File: config.mk
export PLATFORM = sky130hd
export DESIGN_NAME = mem_arbiter
export DESIGN_NICKNAME = d
export VERILOG_FILES = /design/src/rtl/mem_arbiter.sv
export SDC_FILE = /design/constraint.sdc
export NUM_CORES = 1
export LEC_CHECK = 0
export BUFFER_PORTS_ARGS = -buffer_cell sky130_fd_sc_hd__buf_2
export CAP_MARGIN = 20
export CORE_UTILIZATION = 48
export CTS_CLUSTER_SIZE = 8
export DETAILED_ROUTE_END_ITERATION = 7
export PLACE_DENSITY = 0.86
export SYNTH_ARGS = -nofsm -noshare
export SYNTH_HDL_FRONTEND = slang
export SYNTH_SLANG_ARGS = --single-unit
File: constraint.sdc
create_clock -name clk -period 4.49 [get_ports clk]
set_input_delay 0.2245 -clock clk [delete_from_list [all_inputs] [get_ports clk]]
set_output_delay 0.2245 -clock clk [all_outputs]
set_load 0.01 [all_outputs]
File: src/rtl/mem_arbiter.sv
// Round-robin arbiter sharing one single-port memory between two clients.
// Serializes read/write commands and returns read data with per-client valid.
module mem_arbiter #(
  parameter int ADDR_WIDTH = 4,
  parameter int DATA_WIDTH = 32
) (
  input  logic                  clk,
  input  logic                  rst,
  input  logic                  req0,
  input  logic                  req1,
  input  logic                  we0,
  input  logic                  we1,
  input  logic [ADDR_WIDTH-1:0] addr0,
  input  logic [ADDR_WIDTH-1:0] addr1,
  input  logic [DATA_WIDTH-1:0] wdata0,
  input  logic [DATA_WIDTH-1:0] wdata1,
  output logic                  gnt0,
  output logic                  gnt1,
  output logic                  rvalid0,
  output logic                  rvalid1,
  output logic [DATA_WIDTH-1:0] rdata,
  output logic                  busy,
  output logic [ADDR_WIDTH-1:0] mem_addr,
  output logic [DATA_WIDTH-1:0] mem_din,
  output logic                  mem_en,
  input  logic [DATA_WIDTH-1:0] mem_dout
);

  typedef enum logic [1:0] {
    IDLE,
    ACCESS,
    RESP
  } state_t;

  state_t                  state_q;
  logic                    we_l_q;
  logic                    win_q;
  logic                    last_q;
  logic [1:0]              gnt_q;
  logic [1:0]              rvalid_q;
  logic [DATA_WIDTH-1:0]   rdata_q;
  logic [ADDR_WIDTH-1:0]   mem_addr_q;
  logic [DATA_WIDTH-1:0]   mem_din_q;
  logic                    mem_en_q;
  logic                    win_d;

  // On contention the client not served last goes first.
  always_comb begin
    win_d = 1'b0;
    unique case (1'b1)
      (req0 && req1):  win_d = ~last_q;
      (req1 && !req0): win_d = 1'b1;
      default:         win_d = 1'b0;
    endcase
  end

  always_ff @(posedge clk or negedge rst) begin
    if (!rst) begin
      state_q    <= IDLE;
      we_l_q     <= 1'b0;
      win_q      <= 1'b0;
      last_q     <= 1'b1;
      gnt_q      <= '0;
      rvalid_q   <= '0;
      rdata_q    <= '0;
      mem_addr_q <= '0;
      mem_din_q  <= '0;
      mem_en_q   <= 1'b0;
    end else begin
      gnt_q    <= '0;
      rvalid_q <= '0;
      unique case (state_q)
        IDLE: begin
          if (req0 || req1) begin
            we_l_q     <= win_d ? we1 : we0;
            win_q      <= win_d;
            last_q     <= win_d;
            gnt_q      <= win_d ? 2'b10 : 2'b01;
            mem_en_q   <= win_d ? we1 : we0;
            mem_addr_q <= win_d ? addr1 : addr0;
            mem_din_q  <= win_d ? wdata1 : wdata0;
            state_q    <= ACCESS;
          end
        end
        ACCESS: begin
          mem_en_q  <= 1'b0;
          mem_din_q <= '0;
          if (we_l_q) begin
            mem_addr_q <= '0;
            state_q    <= IDLE;
          end else begin
            state_q <= RESP;
          end
        end
        RESP: begin
          rdata_q         <= mem_dout;
          rvalid_q[win_q] <= 1'b1;
          mem_addr_q      <= '0;
          state_q         <= IDLE;
        end
        default: state_q <= IDLE;
      endcase
    end
  end

  assign gnt0     = gnt_q[0];
  assign gnt1     = gnt_q[1];
  assign rvalid0  = rvalid_q[0];
  assign rvalid1  = rvalid_q[1];
  assign rdata    = rdata_q;
  assign busy     = (state_q != IDLE);
  assign mem_addr = mem_addr_q;
  assign mem_din  = mem_din_q;
  assign mem_en   = mem_en_q;

endmodule

# --- After elaboration in Yosys (flattened, before gate mapping) ---
# Index checks and enable logic that the tools add are counted.
word_totals:
  ff_bits: 78
  in_bits: 110
  out_inout_bits: 74
  word_cells: 49
classes:
  order_cmp: 2
  n_eq_ne: 4
  mux: 20
  bitwise_logic: 1
  reduce_logical: 12
ops:
  columns: ["op", "n"]
  rows:
  - ["two-way mux 32 bit", 2]
  - ["one-hot mux 32 bit (2 select lines)", 1]
  - ["two-way mux 2 bit", 6]
  - ["two-way mux 4 bit", 3]
  - ["one-hot mux 4 bit (3 select lines)", 1]
  - ["inequality test 2 bit, second input constant", 2]
  - ["one-hot mux 1 bit (2 select lines)", 2]
  - ["one-hot mux 2 bit (2 select lines)", 1]
  - ["AND reduction 2 bit", 2]
  - ["nonzero test 2 bit", 2]
  - ["logical AND 1 bit", 3]
  - ["two-way mux 1 bit", 3]
  - ["AND reduction 3 bit", 1]
  - ["nonzero test 3 bit", 1]
  - ["equality test 2 x 1 -> 1 bit, second input constant", 1]
  - ["equality test 2 bit, second input constant", 1]
  - ["zero test 2 bit", 1]
  - ["less-than comparator 1 x 2 -> 1 bit, second input constant", 1]
  - ["demux 1 bit (select 1 bit)", 1]
  - [">= comparator 1 bit, second input constant", 1]
  - ["zero test 1 bit", 1]
  - ["logical OR 1 bit", 1]
  - ["inverter 1 bit", 1]

# --- Longest topological paths before layout ---
logic_depth:
  word_depth: 6
  depth_mapped: 7

# --- Worst setup path before layout ---
# No wires, ideal clock.
synth_path:
  path_kind: "reg2reg"
  startpoint: "register state_q[0]"
  endpoint: "register mem_din_q[0], in the netlist mem_din[0]"
  setup_ns: 0.078
  t_arrival_ns: 1.562
  t_required_ns: 4.412
  setup_slack_ns: 2.850
  path_stages_with_launch: 7
  path_buffers: 1
  synth_period_minus_slack_ns: 1.640
  cell_sequence: "dfrtp_1 -> inv_1 -> ha_1 -> or3b_4 -> o21ai_2 -> buf_6 -> o2bb2ai_1"
synth_between:
  elab_chain_len: 3
synth_lines:
  columns: ["element", "line", "source"]
  rows:
  - ["start: declaration", "35", "state_t state_q;"]
  - ["start signal: assignment", "59", "state_q <= IDLE;"]
  - ["start signal: assignment", "82", "state_q <= ACCESS;"]
  - ["start signal: assignment", "90", "state_q <= IDLE;"]
  - ["equality test 2 x 1 -> 1 bit or zero test 2 bit (tied branches)", "72", "unique case (state_q)"]
  - ["nonzero test 2 bit (no source line) or inequality test 2 bit (tied branches)", null, null]
  - ["AND reduction 2 bit (no source line)", null, null]
  - ["end signal: assignment", "81", "mem_din_q <= win_d ? wdata1 : wdata0;"]
  - ["end: declaration", "43", "logic [DATA_WIDTH-1:0] mem_din_q;"]
# Parallel ways exist; a longest one is shown, timed or not.
# A chain may end at the register's enable or synchronous reset.

# --- Final worst setup path ---
layout_path:
  startpoint: "register state_q[0]"
  endpoint: "register mem_din_q[20], in the netlist mem_din[20]"
# The elaborated chain is that of the path after synthesis.

==> impl_metrics.prom <==
# TYPE chip_impl_metric gauge
chip_impl_info{name="timing.critical_path.cells",value="inv_1 > ha_1 > or3b_4 > o21ai_2 > buf_4 > o2bb2ai_1"} 1
chip_impl_metric{name="ctsHtreeMaxLevel",unit=""} 3
chip_impl_metric{name="cp_slowest_stage_delay",unit="ns"} 0.45
chip_impl_metric{name="globalplace.congestion",unit=""} 0.7600
chip_impl_metric{name="route.detailed.drc",unit=""} 0
chip_impl_metric{name="initial_utilization",unit="%"} 50.99
chip_impl_info{name="critPathLaunchType",value="flop"} 1
chip_impl_info{name="critical_path_class",value="flop to flop"} 1
chip_impl_metric{name="postSynthRegisterBits",unit=""} 78
chip_impl_metric{name="critical_path_arrival",unit="ns"} 2.19
chip_impl_metric{name="reg2reg_setup_slack",unit="ns"} 2.55
chip_impl_metric{name="detail_route.iter0.violations",unit=""} 50
chip_impl_metric{name="layout.cells.non_filler",unit=""} 490
chip_impl_info{name="run_status",value="finished, final reports clean"} 1
chip_impl_metric{name="estimated_wirelength_of_the_detail_placed_design",unit="um"} 5683
chip_impl_metric{name="cts_num_sinks",unit=""} 78
chip_impl_metric{name="power_density",unit="nW/um2"} 697.8
chip_impl_metric{name="cts_buffer_depth",unit=""} 2
chip_impl_metric{name="wl_per_cell",unit="um"} 15.65
chip_impl_metric{name="antenna_found_initial",unit=""} 0
chip_impl_metric{name="core.rowCount",unit=""} 29
chip_impl_metric{name="whs",unit="ns"} 0.04329
chip_impl_metric{name="finalClockSkew",unit="ns"} 0.006201
chip_impl_metric{name="crit_fanout",unit=""} 33
chip_impl_metric{name="diodes",unit=""} 0
chip_impl_metric{name="async_reset_ff_share",unit="%"} 100.0
chip_impl_metric{name="globalRouteOverflowTotal",unit=""} 0
chip_impl_metric{name="cts-buffers-inserted",unit=""} 9
chip_impl_metric{name="post_cts.repair.setup_buffers",unit=""} 0
chip_impl_metric{name="mappedNetlistArea",unit="um2"} 3312
chip_impl_metric{name="post_synth_num_cell_types",unit=""} 28
chip_impl_metric{name="num-nets-final",unit=""} 522
chip_impl_metric{name="synth.yosys.seq_area_share",unit="%"} 58.97
chip_impl_metric{name="layout-drive-gt1-share",unit="%"} 57.87
chip_impl_metric{name="synthToLayoutAreaGrowth",unit="%"} 36.15
chip_impl_metric{name="vias",unit=""} 2534
chip_impl_metric{name="post_synthesis_average_cell_area",unit="um2"} 14.65
chip_impl_metric{name="timing.final.crit_share",unit="%"} 43.26
chip_impl_metric{name="setup_total_neg_slack",unit="ns"} 0
chip_impl_metric{name="timing_worst_slew_pin_value",unit="ns"} 0.9387
chip_impl_info{name="critical-path-top-delay-family",value="simple AND/OR/NAND/NOR gates"} 1
chip_impl_metric{name="finalHoldViolCount",unit=""} 0
chip_impl_metric{name="numPortBuffers",unit=""} 183
chip_impl_metric{name="netlist_instances",unit=""} 226
chip_impl_metric{name="finalWirelength",unit="um"} 7670
chip_impl_metric{name="cts_repair_resize_count",unit=""} 0
chip_impl_metric{name="synth_edf_count",unit=""} 0
chip_impl_metric{name="final_core_utilization",unit="%"} 69.43
chip_impl_info{name="tritoncts",value="yes"} 1
chip_impl_metric{name="irDropWorstVdd",unit="uV"} 411.1
chip_impl_info{name="clockRootBuffer",value="sky130_fd_sc_hd__clkbuf_8"} 1
chip_impl_info{name="synth_top_flop_cell",value="sky130_fd_sc_hd__dfrtp_1"} 1
chip_impl_metric{name="wire_length_of_the_first_global_routing_pass",unit="um"} 12400
chip_impl_metric{name="drtPass1Iterations",unit=""} 4
chip_impl_metric{name="first_global_vias",unit=""} 2704
chip_impl_metric{name="chipHeight",unit="um"} 85.07
chip_impl_metric{name="die_w",unit="um"} 85.07
chip_impl_metric{name="numPlacedInstances",unit=""} 474
chip_impl_metric{name="postSynthNetCount",unit=""} 340
chip_impl_metric{name="route.detailed.vias_per_inst",unit=""} 5.171
chip_impl_info{name="worstSetupEndpointType",value="flop"} 1
chip_impl_metric{name="worst-path-buf-inv",unit=""} 2
chip_impl_metric{name="drt.antenna.violating_nets",unit=""} 0
chip_impl_info{name="crit_slowest_cell",value="sky130_fd_sc_hd__or3b_4"} 1
chip_impl_metric{name="synthesis.yosys.warnings",unit=""} 0
chip_impl_metric{name="core",unit="um2"} 6495
chip_impl_metric{name="grt_max_degree",unit=""} 79
chip_impl_metric{name="clk_lat_worst_skew",unit="ns"} 0.33
chip_impl_metric{name="drv.max_cap_violation_count",unit=""} 0
chip_impl_metric{name="slew_headroom",unit="%"} 37.42
chip_impl_metric{name="timing.final.max_slew_violations",unit=""} 0
chip_impl_metric{name="num-fill-cells",unit=""} 469
chip_impl_metric{name="grt.total_usage",unit="%"} 22.34
chip_impl_metric{name="top_level_ports",unit=""} 184
chip_impl_info{name="rsz0062_at_grt",value="false"} 1
chip_impl_metric{name="maximum_operating_frequency",unit="GHz"} 0.5149
chip_impl_metric{name="setup_viol_count_final",unit=""} 0
chip_impl_metric{name="power_leakage",unit="nW"} 2.344
chip_impl_metric{name="die_area",unit="um2"} 7236
chip_impl_metric{name="clock_pin_transition_on_the_worst_setup_and_hold_timing_paths",unit="ns"} 0.07
chip_impl_metric{name="finalCriticalPeriod",unit="ns"} 1.942
chip_impl_metric{name="ctsHoldBuffers",unit=""} 0
chip_impl_info{name="hold_path.class",value="input port to asynchronous set/reset pin"} 1
chip_impl_metric{name="crit_required",unit="ns"} 4.74
## per-stage QoR
step	power, mW	setup WS [ns]	cell area (um2)
6_report	3.146	2.548	4509
3_3_place_gp	2.473	2.610	4260
4_1_cts	3.187	2.527	4509
3_5_place_dp	2.538	2.540	4260
2_1_floorplan	2.030	2.850	3312
5_1_grt	3.347	2.412	4509
## layer usage
layer  global-route usage, %  wire (um)  vias up
met5                       0          0        -
met4                   9.553        104        0
met3                   7.101        719        9
met2                   38.34       3836      131
met1                   25.83       3010     1203
li1                        -          -     1191
## sequential cells by signal, indices dropped and copies added (netlist names)
name      flops
rvalid_q      2
win_q         1
last_q        1
we_l_q        1
mem_en        1
gnt_q         2
mem_din      32
mem_addr      4
state_q       2
rdata        32
## path summary, 6_finish.rpt
check / start / end / cells past startpoint
min reg2reg: mem_din[17] / mem_din[17] / 1
max: state_q[0] / mem_din[20] / 6
max reg2reg: state_q[0] / mem_din[20] / 6
max in group asynchronous: rst / mem_din[10] / 1
min: rst / rdata[9] / 1
min in group clk: mem_dout[16] / rdata[16] / 2
## area by class of cell
cell class                      count  area (um2)  area share (%)
Multi-Input combinational cell    130        1259           27.91
Inverter                            3       11.26          0.2497
Timing Repair Buffer              186       940.9           20.87
Tap cell                           77       96.34           2.137
Clock buffer                       13       158.9           3.524
Sequential cell                    78        1953           43.31
Clock inverter                      3       90.09           1.998
## power breakdown
group	switching, mW	leakage (nW)	internal (mW)
clock network	0.236	0.124	0.401
logic	0.668	1.24	0.603
registers	0.186	0.978	1.05
total	1.09	2.34	2.06
## layout by cell type, fill, tap and decap left out, drive strengths merged
master,instances
a21o,1
nor3,1
nand3b,1
o2bb2ai,37
nor2,2
ha,4
and2,2
a21oi,1
or2,1
clkbuf,13
bufinv,3
nand4bb,1
nand2b,1
mux2,32
inv,3
or3b,1
nor2b,1
a21boi,1
mux2i,38
dfstp,1
a31oi,1
buf,186
nand2,1
o21ai,3
dfrtp,77
## synthesized netlist by cell type, drive strengths merged (2+ instances only)
library cell  number  area, um2
and2               2      12.51
buf               13      88.83
clkbuf             2      7.510
dfrtp             77       1927
ha                 4      50.05
inv                3      11.26
mux2              32      360.4
mux2i             38      380.4
nor2               2      7.510
o21ai              3      22.52
o2bb2ai           37      330.3
## worst register-to-register path: stages (launching register included)
cell	delay, ns
sky130_fd_sc_hd__dfrtp_1	0.42
sky130_fd_sc_hd__inv_1	0.11
sky130_fd_sc_hd__ha_1	0.29
sky130_fd_sc_hd__or3b_4	0.45
sky130_fd_sc_hd__o21ai_2	0.07
sky130_fd_sc_hd__buf_4	0.33
sky130_fd_sc_hd__o2bb2ai_1	0.19
## cells by family after synthesis
family          count (synthesis)  synth area share [%]
fa+ha+maj                       4                 1.511
compound gates                 44                 11.56
flops                          78                 58.97
buf+inv                        18                 3.249
simple gates                   12                 2.342
mux                            70                 22.36
No activity file was read; power rests on OpenSTA's default activity.
